[src/rtl/sd_adc_pkg.sv]
// Shared constants for the delta-sigma audio path (ADC receive side and DAC side).
package sd_adc_pkg;

    localparam int DECIM_DEF = 7000;
    localparam int SCALE_DEF = 2397;
    localparam int CNT_W_DEF = 13;
    localparam int SAMPLE_W  = 8;

    // Excess-128 midscale code, identical to the DAC input coding.
    localparam logic [SAMPLE_W-1:0] MIDSCALE = 8'h80;

endpackage

[src/rtl/sync2.sv]
// Two-flop synchronizer for a single asynchronous board input.
module sync2 (
    input  logic clk,
    input  logic rst_n,
    input  logic d_i,
    output logic q_o
);

    logic s1_q;
    logic s2_q;

    always_ff @(posedge clk) begin
        if (!rst_n) begin
            s1_q <= 1'b0;
            s2_q <= 1'b0;
        end else begin
            s1_q <= d_i;
            s2_q <= s1_q;
        end
    end

    assign q_o = s2_q;

endmodule

[src/rtl/sd_adc_rx.sv]
// Delta-sigma receiver: comparator feedback loop, sinc1 ones counter, scaling to an
// unsigned 8-bit sample and a valid/ready output port with a sticky overrun flag.
module sd_adc_rx
    import sd_adc_pkg::*;
#(
    parameter int DECIM = DECIM_DEF,
    parameter int CNT_W = CNT_W_DEF,
    parameter int SCALE = SCALE_DEF
) (
    input  logic                clk,
    input  logic                rst_n,
    input  logic                comp_in,
    output logic                fb_out,
    output logic [SAMPLE_W-1:0] sample,
    output logic                sample_valid,
    input  logic                sample_ready,
    output logic                overrun,
    input  logic                overrun_clr
);

    localparam int PROD_W = CNT_W + 12;

    logic                bit_s;
    logic                fb_q;
    logic [CNT_W-1:0]    win_cnt_q, win_cnt_d;
    logic [CNT_W-1:0]    ones_q, ones_d;
    logic [CNT_W-1:0]    hold_q, hold_d;
    logic                load_p_q, load_p_d;
    logic [PROD_W-1:0]   prod_q, prod_d;
    logic                load_s_q, load_s_d;
    logic [SAMPLE_W-1:0] sample_q, sample_d;
    logic                valid_q, valid_d;
    logic                overrun_q, overrun_d;
    logic [PROD_W-1:0]   scaled;
    logic                overwrite;

    sync2 u_sync (
        .clk   (clk),
        .rst_n (rst_n),
        .d_i   (comp_in),
        .q_o   (bit_s)
    );

    always_ff @(posedge clk) begin
        if (!rst_n) begin
            fb_q      <= 1'b0;
            win_cnt_q <= '0;
            ones_q    <= '0;
            hold_q    <= '0;
            load_p_q  <= 1'b0;
            prod_q    <= '0;
            load_s_q  <= 1'b0;
            sample_q  <= '0;
            valid_q   <= 1'b0;
            overrun_q <= 1'b0;
        end else begin
            fb_q      <= bit_s;
            win_cnt_q <= win_cnt_d;
            ones_q    <= ones_d;
            hold_q    <= hold_d;
            load_p_q  <= load_p_d;
            prod_q    <= prod_d;
            load_s_q  <= load_s_d;
            sample_q  <= sample_d;
            valid_q   <= valid_d;
            overrun_q <= overrun_d;
        end
    end

    always_comb begin
        win_cnt_d = win_cnt_q + CNT_W'(1);
        ones_d    = ones_q + CNT_W'(bit_s);
        hold_d    = hold_q;
        load_p_d  = 1'b0;
        prod_d    = prod_q;
        load_s_d  = load_p_q;
        sample_d  = sample_q;
        valid_d   = valid_q;
        overrun_d = overrun_q;
        overwrite = 1'b0;
        scaled    = prod_q >> 16;

        // The last bit of the window goes straight into hold rather than through ones.
        if (win_cnt_q == CNT_W'(DECIM - 1)) begin
            hold_d    = ones_q + CNT_W'(bit_s);
            ones_d    = '0;
            win_cnt_d = '0;
            load_p_d  = 1'b1;
        end

        if (load_p_q) begin
            prod_d = PROD_W'(hold_q) * PROD_W'(SCALE);
        end

        // Only a full-scale count scales to 256, which saturates to the top code.
        if (load_s_q) begin
            sample_d  = (scaled > PROD_W'(255)) ? 8'hFF : scaled[7:0];
            valid_d   = 1'b1;
            overwrite = valid_q && !sample_ready;
        end else if (valid_q && sample_ready) begin
            valid_d = 1'b0;
        end

        if (overwrite) begin
            overrun_d = 1'b1;
        end else if (overrun_clr) begin
            overrun_d = 1'b0;
        end
    end

    assign fb_out       = fb_q;
    assign sample       = sample_q;
    assign sample_valid = valid_q;
    assign overrun      = overrun_q;

endmodule
[config.mk]
export PLATFORM = sky130hd
export DESIGN_NAME = sd_adc_rx
export DESIGN_NICKNAME = d
export VERILOG_FILES = /design/src/rtl/sd_adc_pkg.sv /design/src/rtl/sync2.sv /design/src/rtl/sd_adc_rx.sv
export SDC_FILE = /design/constraint.sdc
export NUM_CORES = 1
export LEC_CHECK = 0
export ABC_AREA = 0
export CAP_MARGIN = 0
export CORE_ASPECT_RATIO = 1.75
export CORE_MARGIN = 5
export CORE_UTILIZATION = 42
export CTS_CLUSTER_SIZE = 40
export DETAILED_ROUTE_END_ITERATION = 12
export SKIP_LAST_GASP = 1
export SLEW_MARGIN = 40
export SYNTH_ARGS = -nofsm -noshare
export SYNTH_HDL_FRONTEND = slang
export SYNTH_HIERARCHICAL = 1
export SYNTH_SLANG_ARGS = --single-unit
export TNS_END_PERCENT = 10
[constraint.sdc]
create_clock -name clk -period 12.2 [get_ports clk]
set_input_delay 2.44 -clock clk [delete_from_list [all_inputs] [get_ports clk]]
set_output_delay 2.44 -clock clk [all_outputs]
set_load 0.01 [all_outputs]
# Word level (Yosys, flattened, before mapping)
# Cells that the tools add are included.
[classes]
addsub = 2
multipliers = 1
div = 0
order_cmp = 1
eq_ne = 1
shifts = 0
muxes = 7
bitwise = 1
n_reduce_logical = 6
[ops]
columns = ["cell", "count"]
rows = [
  ["multiplier 13 x 12 -> 25 bit, second input constant", 1],
  ["adder 13 x 1 -> 13 bit", 1],
  ["adder 13 x 1 -> 13 bit, second input constant", 1],
  ["== test 13 bit, second input constant", 1],
  ["> comparator 9 x 8 -> 1 bit, second input constant", 1],
  ["2-to-1 mux 8 bit", 1],
  ["2-to-1 mux 1 bit", 6],
  ["nonzero test 2 bit", 2],
  ["logical AND 1 bit", 2],
  ["OR reduction 2 bit", 1],
  ["zero test 1 bit", 1],
  ["inverter 1 bit", 1],
]
[word_totals]
regBits = 79
latch_bits = 0
mem_bits_rw = 0
rom_bits = 0
input_bits = 5
output_inout_bits = 11
wordCells = 31
memories = 0

# Longest topological paths before layout
[depth]
word_depth = 4
mapped_depth = 16
mapped_depth_nobuf = 15

# By module
# The synthesis kept the hierarchy.
[modules_own_cells]
columns = ["mod", "n_inst", "cells_per_inst", "area_per_inst_um2", "seq_area_each_um2"]
rows = [
  ["sd_adc_rx", 1, 587, 5316.3, 1221.2],
  ["sync2", 1, 4, 52.6, 40.0],
]

# Worst setup path after synthesis
# No wires, ideal clock.
[synth_timing]
kind = "reg2reg"
startpoint = "register hold_q[11]"
endpoint = "register prod_q[18]"
setup_ns = 0.086
arrival_time_ns = 4.182
required_time_ns = 12.114
path_slack_ns = 7.932
stages_incl_launch_ff = 16
n_path_buf = 0
period_less_slack_ns = 4.268
path_cell_list = "dfxtp_1 ha_1 inv_1 fa_1 inv_1 fa_1 fa_1 inv_1 fa_1 inv_1 ha_1 o21a_1 o31a_1 or2_2 o2111a_1 a211oi_1"
[synth_between]
elab_chain_cells = 1
[synth_lines]
columns = ["element", "line_no", "rtl"]
rows = [
  ["from (decl)", "sd_adc_rx.sv:27", "logic [CNT_W-1:0] hold_q, hold_d;"],
  ["from (signal assigned)", "sd_adc_rx.sv:60", "hold_q <= hold_d;"],
  ["multiplier 13 x 12 -> 25 bit", "sd_adc_rx.sv:92", "prod_d = PROD_W'(hold_q) * PROD_W'(SCALE);"],
  ["to (signal assigned)", "sd_adc_rx.sv:62", "prod_q <= prod_d;"],
  ["to (decl)", "sd_adc_rx.sv:29", "logic [PROD_W-1:0] prod_q, prod_d;"],
]
# Every way passes these cells.
# A chain may end at the register's enable or synchronous reset.

# Final worst setup path
[layout_timing]
startpoint = "register hold_q[6]"
endpoint = "register prod_q[23]"
# The elaborated chain is that of the path after synthesis.

==> flow_summary.json <==
{
  "power_frac_clock": 0.555,
  "via_count": 4017,
  "endpoint_kind": "flip-flop",
  "rows": 54,
  "p_int_uw": 388,
  "drc": 0,
  "clock_path_buffers": 2,
  "combPwrFrac": 0.016,
  "grt_pass1_vias": 4308,
  "slew_violations": 0,
  "max_cap_viol_count": 0,
  "slew_headroom": 0.666,
  "grt_overflow": 0,
  "dp_cells": 757,
  "setup_viol": 0,
  "max_freq_mhz": 213,
  "ctsRootBufferMaster": "clkbuf_16",
  "ir_drop_uv": 130,
  "syn_inst": 591,
  "p_seq_frac": 0.429,
  "syn_nets": 729,
  "yosysWarnings": 6,
  "holdBufCountCts": 0,
  "fin_crit_sh": 0.385,
  "rsz0062_at_grt": "false",
  "post-cts-setup-buffers": 0,
  "period_minus_slack_ns": 4.70,
  "drt-total-wl_um": 11600,
  "viasPerCell": 5.20,
  "pin_count": 16,
  "cts.sinks": 63,
  "tightest_slew_ns": 0.502,
  "grt.total_usage": 0.166,
  "final_nets": 738,
  "use_met3": 0.0246,
  "layout-drive-gt1-share": 0.0397,
  "grt_max_degree": 27,
  "clock_latency_ns": 0.33,
  "die_h_um": 160,
  "path_class": "reg2reg",
  "busiest_layer": "met2",
  "synth-seq-cells": 63,
  "antenna_found_initial": 0,
  "drt_iter0_markers": 133,
  "switchingPower_uw": 97.3,
  "path_clk_slew_ns": 0.05,
  "dieArea_um2": 15200,
  "met1_usage": 0.169,
  "outcome": "finished clean",
  "synth-main-ff-cell": "dfxtp_1",
  "cts.repair.resized": 0,
  "hp-class": "reg2reg",
  "area_growth_pct": 10.8,
  "worst-path-max-fanout": 8,
  "firstDrtPassIters": 4,
  "coreArea_um2": 12500,
  "routedWlPerCell_um": 15.0,
  "hold_viol": 0,
  "start_util": 0.430,
  "power_switching_share": 0.200,
  "hpwl_um": 9910,
  "yosysSeqAreaShare": 0.235,
  "synth-edff-count": 0,
  "gp_congestion": 0.953,
  "htreeDepth": 3,
  "fin_setup_tns_ns": 0,
  "grt_pass1_wl_um": 19800,
  "async_reset_ff_frac": 0,
  "cts_tree": "built",
  "die_w_um": 95.5,
  "p_leak_nw": 2.96,
  "power_density_nw_per_um2": 81.6,
  "ant_nets": 0,
  "numCtsBuffers": 9,
  "fin_cells": 773,
  "antenna_cells": 0,
  "skew_ns": 0.0108,
  "netlist-cell-type-count": 53,
  "arrival_ns": 4.95,
  "critPathLaunchType": "flip-flop",
  "synth_area_um2": 5370,
  "avgSynthCellArea_um2": 9.08,
  "portBuffers": 15,
  "met2_usage": 0.315,
  "required_ns": 12.44
}
## stage by stage
step / setup slack, ns / util / hold WS [ns] / area, um2 / power [mW]
after floorplan: 7.93 / - / 0.412 / 5370 / 0.218
after global placement: 7.52 / 0.451 / 0.418 / 5640 / 0.220
after detailed placement: 7.48 / 0.451 / 0.442 / 5640 / 0.221
after CTS: 7.46 / 0.476 / 0.455 / 5950 / 0.494
after global routing: 7.22 / 0.476 / 0.457 / 5950 / 0.505
final: 7.50 / 0.476 / 0.447 / 5950 / 0.486
## layout by cell type, fill, tap and decap left out, types with 6 or more instances in the layout
| cell | instances |
|---|---|
| ha_1 | 87 |
| o211ai_1 | 6 |
| nand3_1 | 23 |
| a21oi_1 | 16 |
| nor2_1 | 65 |
| clkbuf_16 | 9 |
| o21a_1 | 6 |
| nand2_1 | 21 |
| clkdlybuf4s50_1 | 14 |
| dfxtp_1 | 63 |
| xor2_1 | 12 |
| fa_1 | 46 |
| inv_1 | 114 |
| o21ai_0 | 11 |
| and2_1 | 8 |
| a211oi_1 | 13 |
| xnor2_1 | 10 |
| nand4_1 | 6 |
| o22ai_1 | 9 |
## routing by layer
layer	vias to the layer above	part of all wire
met5	-	0
met4	0	0.039
met3	26	0.020
met2	59	0.58
met1	1940	0.36
li1	1992	-
## worst max-delay path, stage by stage (launching register included)
cell and delay [ns]:
dfxtp_1 0.53, ha_1 0.23, inv_1 0.10, fa_1 0.54, inv_1 0.05, fa_1 0.46
fa_1 0.55, inv_1 0.06, fa_1 0.53, inv_1 0.05, ha_1 0.41, nand3_1 0.14
nor2_1 0.16, o2111ai_1 0.27, a211o_1 0.38, a41oi_1 0.16
## path summary, 6_finish.rpt
kind | from | slack [ns] | cells past startpoint | endpoint
max reg2reg | hold_q[6]$_SDFFE_PN0P_ | 7.50 | 15 | prod_q[23]$_SDFFE_PN0P_
max | hold_q[6]$_SDFFE_PN0P_ | 7.50 | 15 | prod_q[23]$_SDFFE_PN0P_
min | u_sync/s1_q$_SDFF_PN0_ | 0.45 | 1 | u_sync/q_o$_SDFF_PN0_
min reg2reg | u_sync/s1_q$_SDFF_PN0_ | 0.45 | 1 | u_sync/q_o$_SDFF_PN0_
## state kept, by name, indices dropped and copies added (netlist names)
name	flops
hold_q	13
load_p_q	1
u_sync/s1_q	1
u_sync/q_o	1
fb_out	1
sample	8
win_cnt_q	13
sample_valid	1
prod_q	9
ones_q	13
load_s_q	1
overrun	1
## area by class of cell
| cell class | count | area [um2] |
|---|---|---|
| fill | 1224 | 6550 |
| sequential | 63 | 1260 |
| inverter | 115 | 432 |
| clock inverter | 6 | 83.8 |
| timing repair buffer | 16 | 153 |
| clock buffer | 10 | 229 |
| multi-input combinational | 395 | 3580 |
| tap | 168 | 210 |
## power groups by stage
stage                     registers (mW)  clock network, mW  logic, mW
final                              0.208              0.270    0.00757
after global routing               0.208              0.288    0.00871
after CTS                          0.208              0.277    0.00795
after detailed placement           0.213                  0    0.00789
after global placement             0.213                  0    0.00757
after floorplan                    0.213                  0    0.00589
## synthesized netlist by cell type, drive strengths merged (2+ instances only)
library cell / number / area (um2)
o22ai: 9 / 56.3
xor2: 12 / 105
a41oi: 2 / 17.5
nor2b: 2 / 12.5
o211ai: 6 / 45.0
o2111ai: 5 / 43.8
dfxtp: 63 / 1260
clkbuf: 9 / 33.8
or2: 2 / 12.5
o21ai: 11 / 55.1
nand4b: 3 / 26.3
ha: 87 / 1090
nand2b: 3 / 18.8
a31oi: 2 / 12.5
nand4: 6 / 37.5
and3: 5 / 31.3
a221oi: 2 / 23.8
mux2i: 2 / 20.0
inv: 115 / 432
nor3: 2 / 10.0
nand2: 21 / 78.8
a211oi: 13 / 97.6
o31ai: 2 / 15.0
nand3: 23 / 115
and2: 8 / 50.1
a211o: 2 / 17.5
o31a: 2 / 17.5
a21oi: 16 / 80.1
a32o: 2 / 20.0
fa: 46 / 921
o2111a: 3 / 33.8
a21o: 3 / 22.5
nor2: 65 / 244
o21a: 6 / 45.0
buf: 9 / 65.1
xnor2: 10 / 87.6
## logic make-up after synthesis
family	after synthesis	share of synthesized area
muxes	3	0.00583
adders and majority gates	133	0.374
AOI/OAI and AO/OA	92	0.122
buffers and inverters	133	0.0988
and+or+nand+nor	145	0.128
xor gates and xnor gates	22	0.0359
DFF	63	0.235
(Power assumes the default switching activity.)
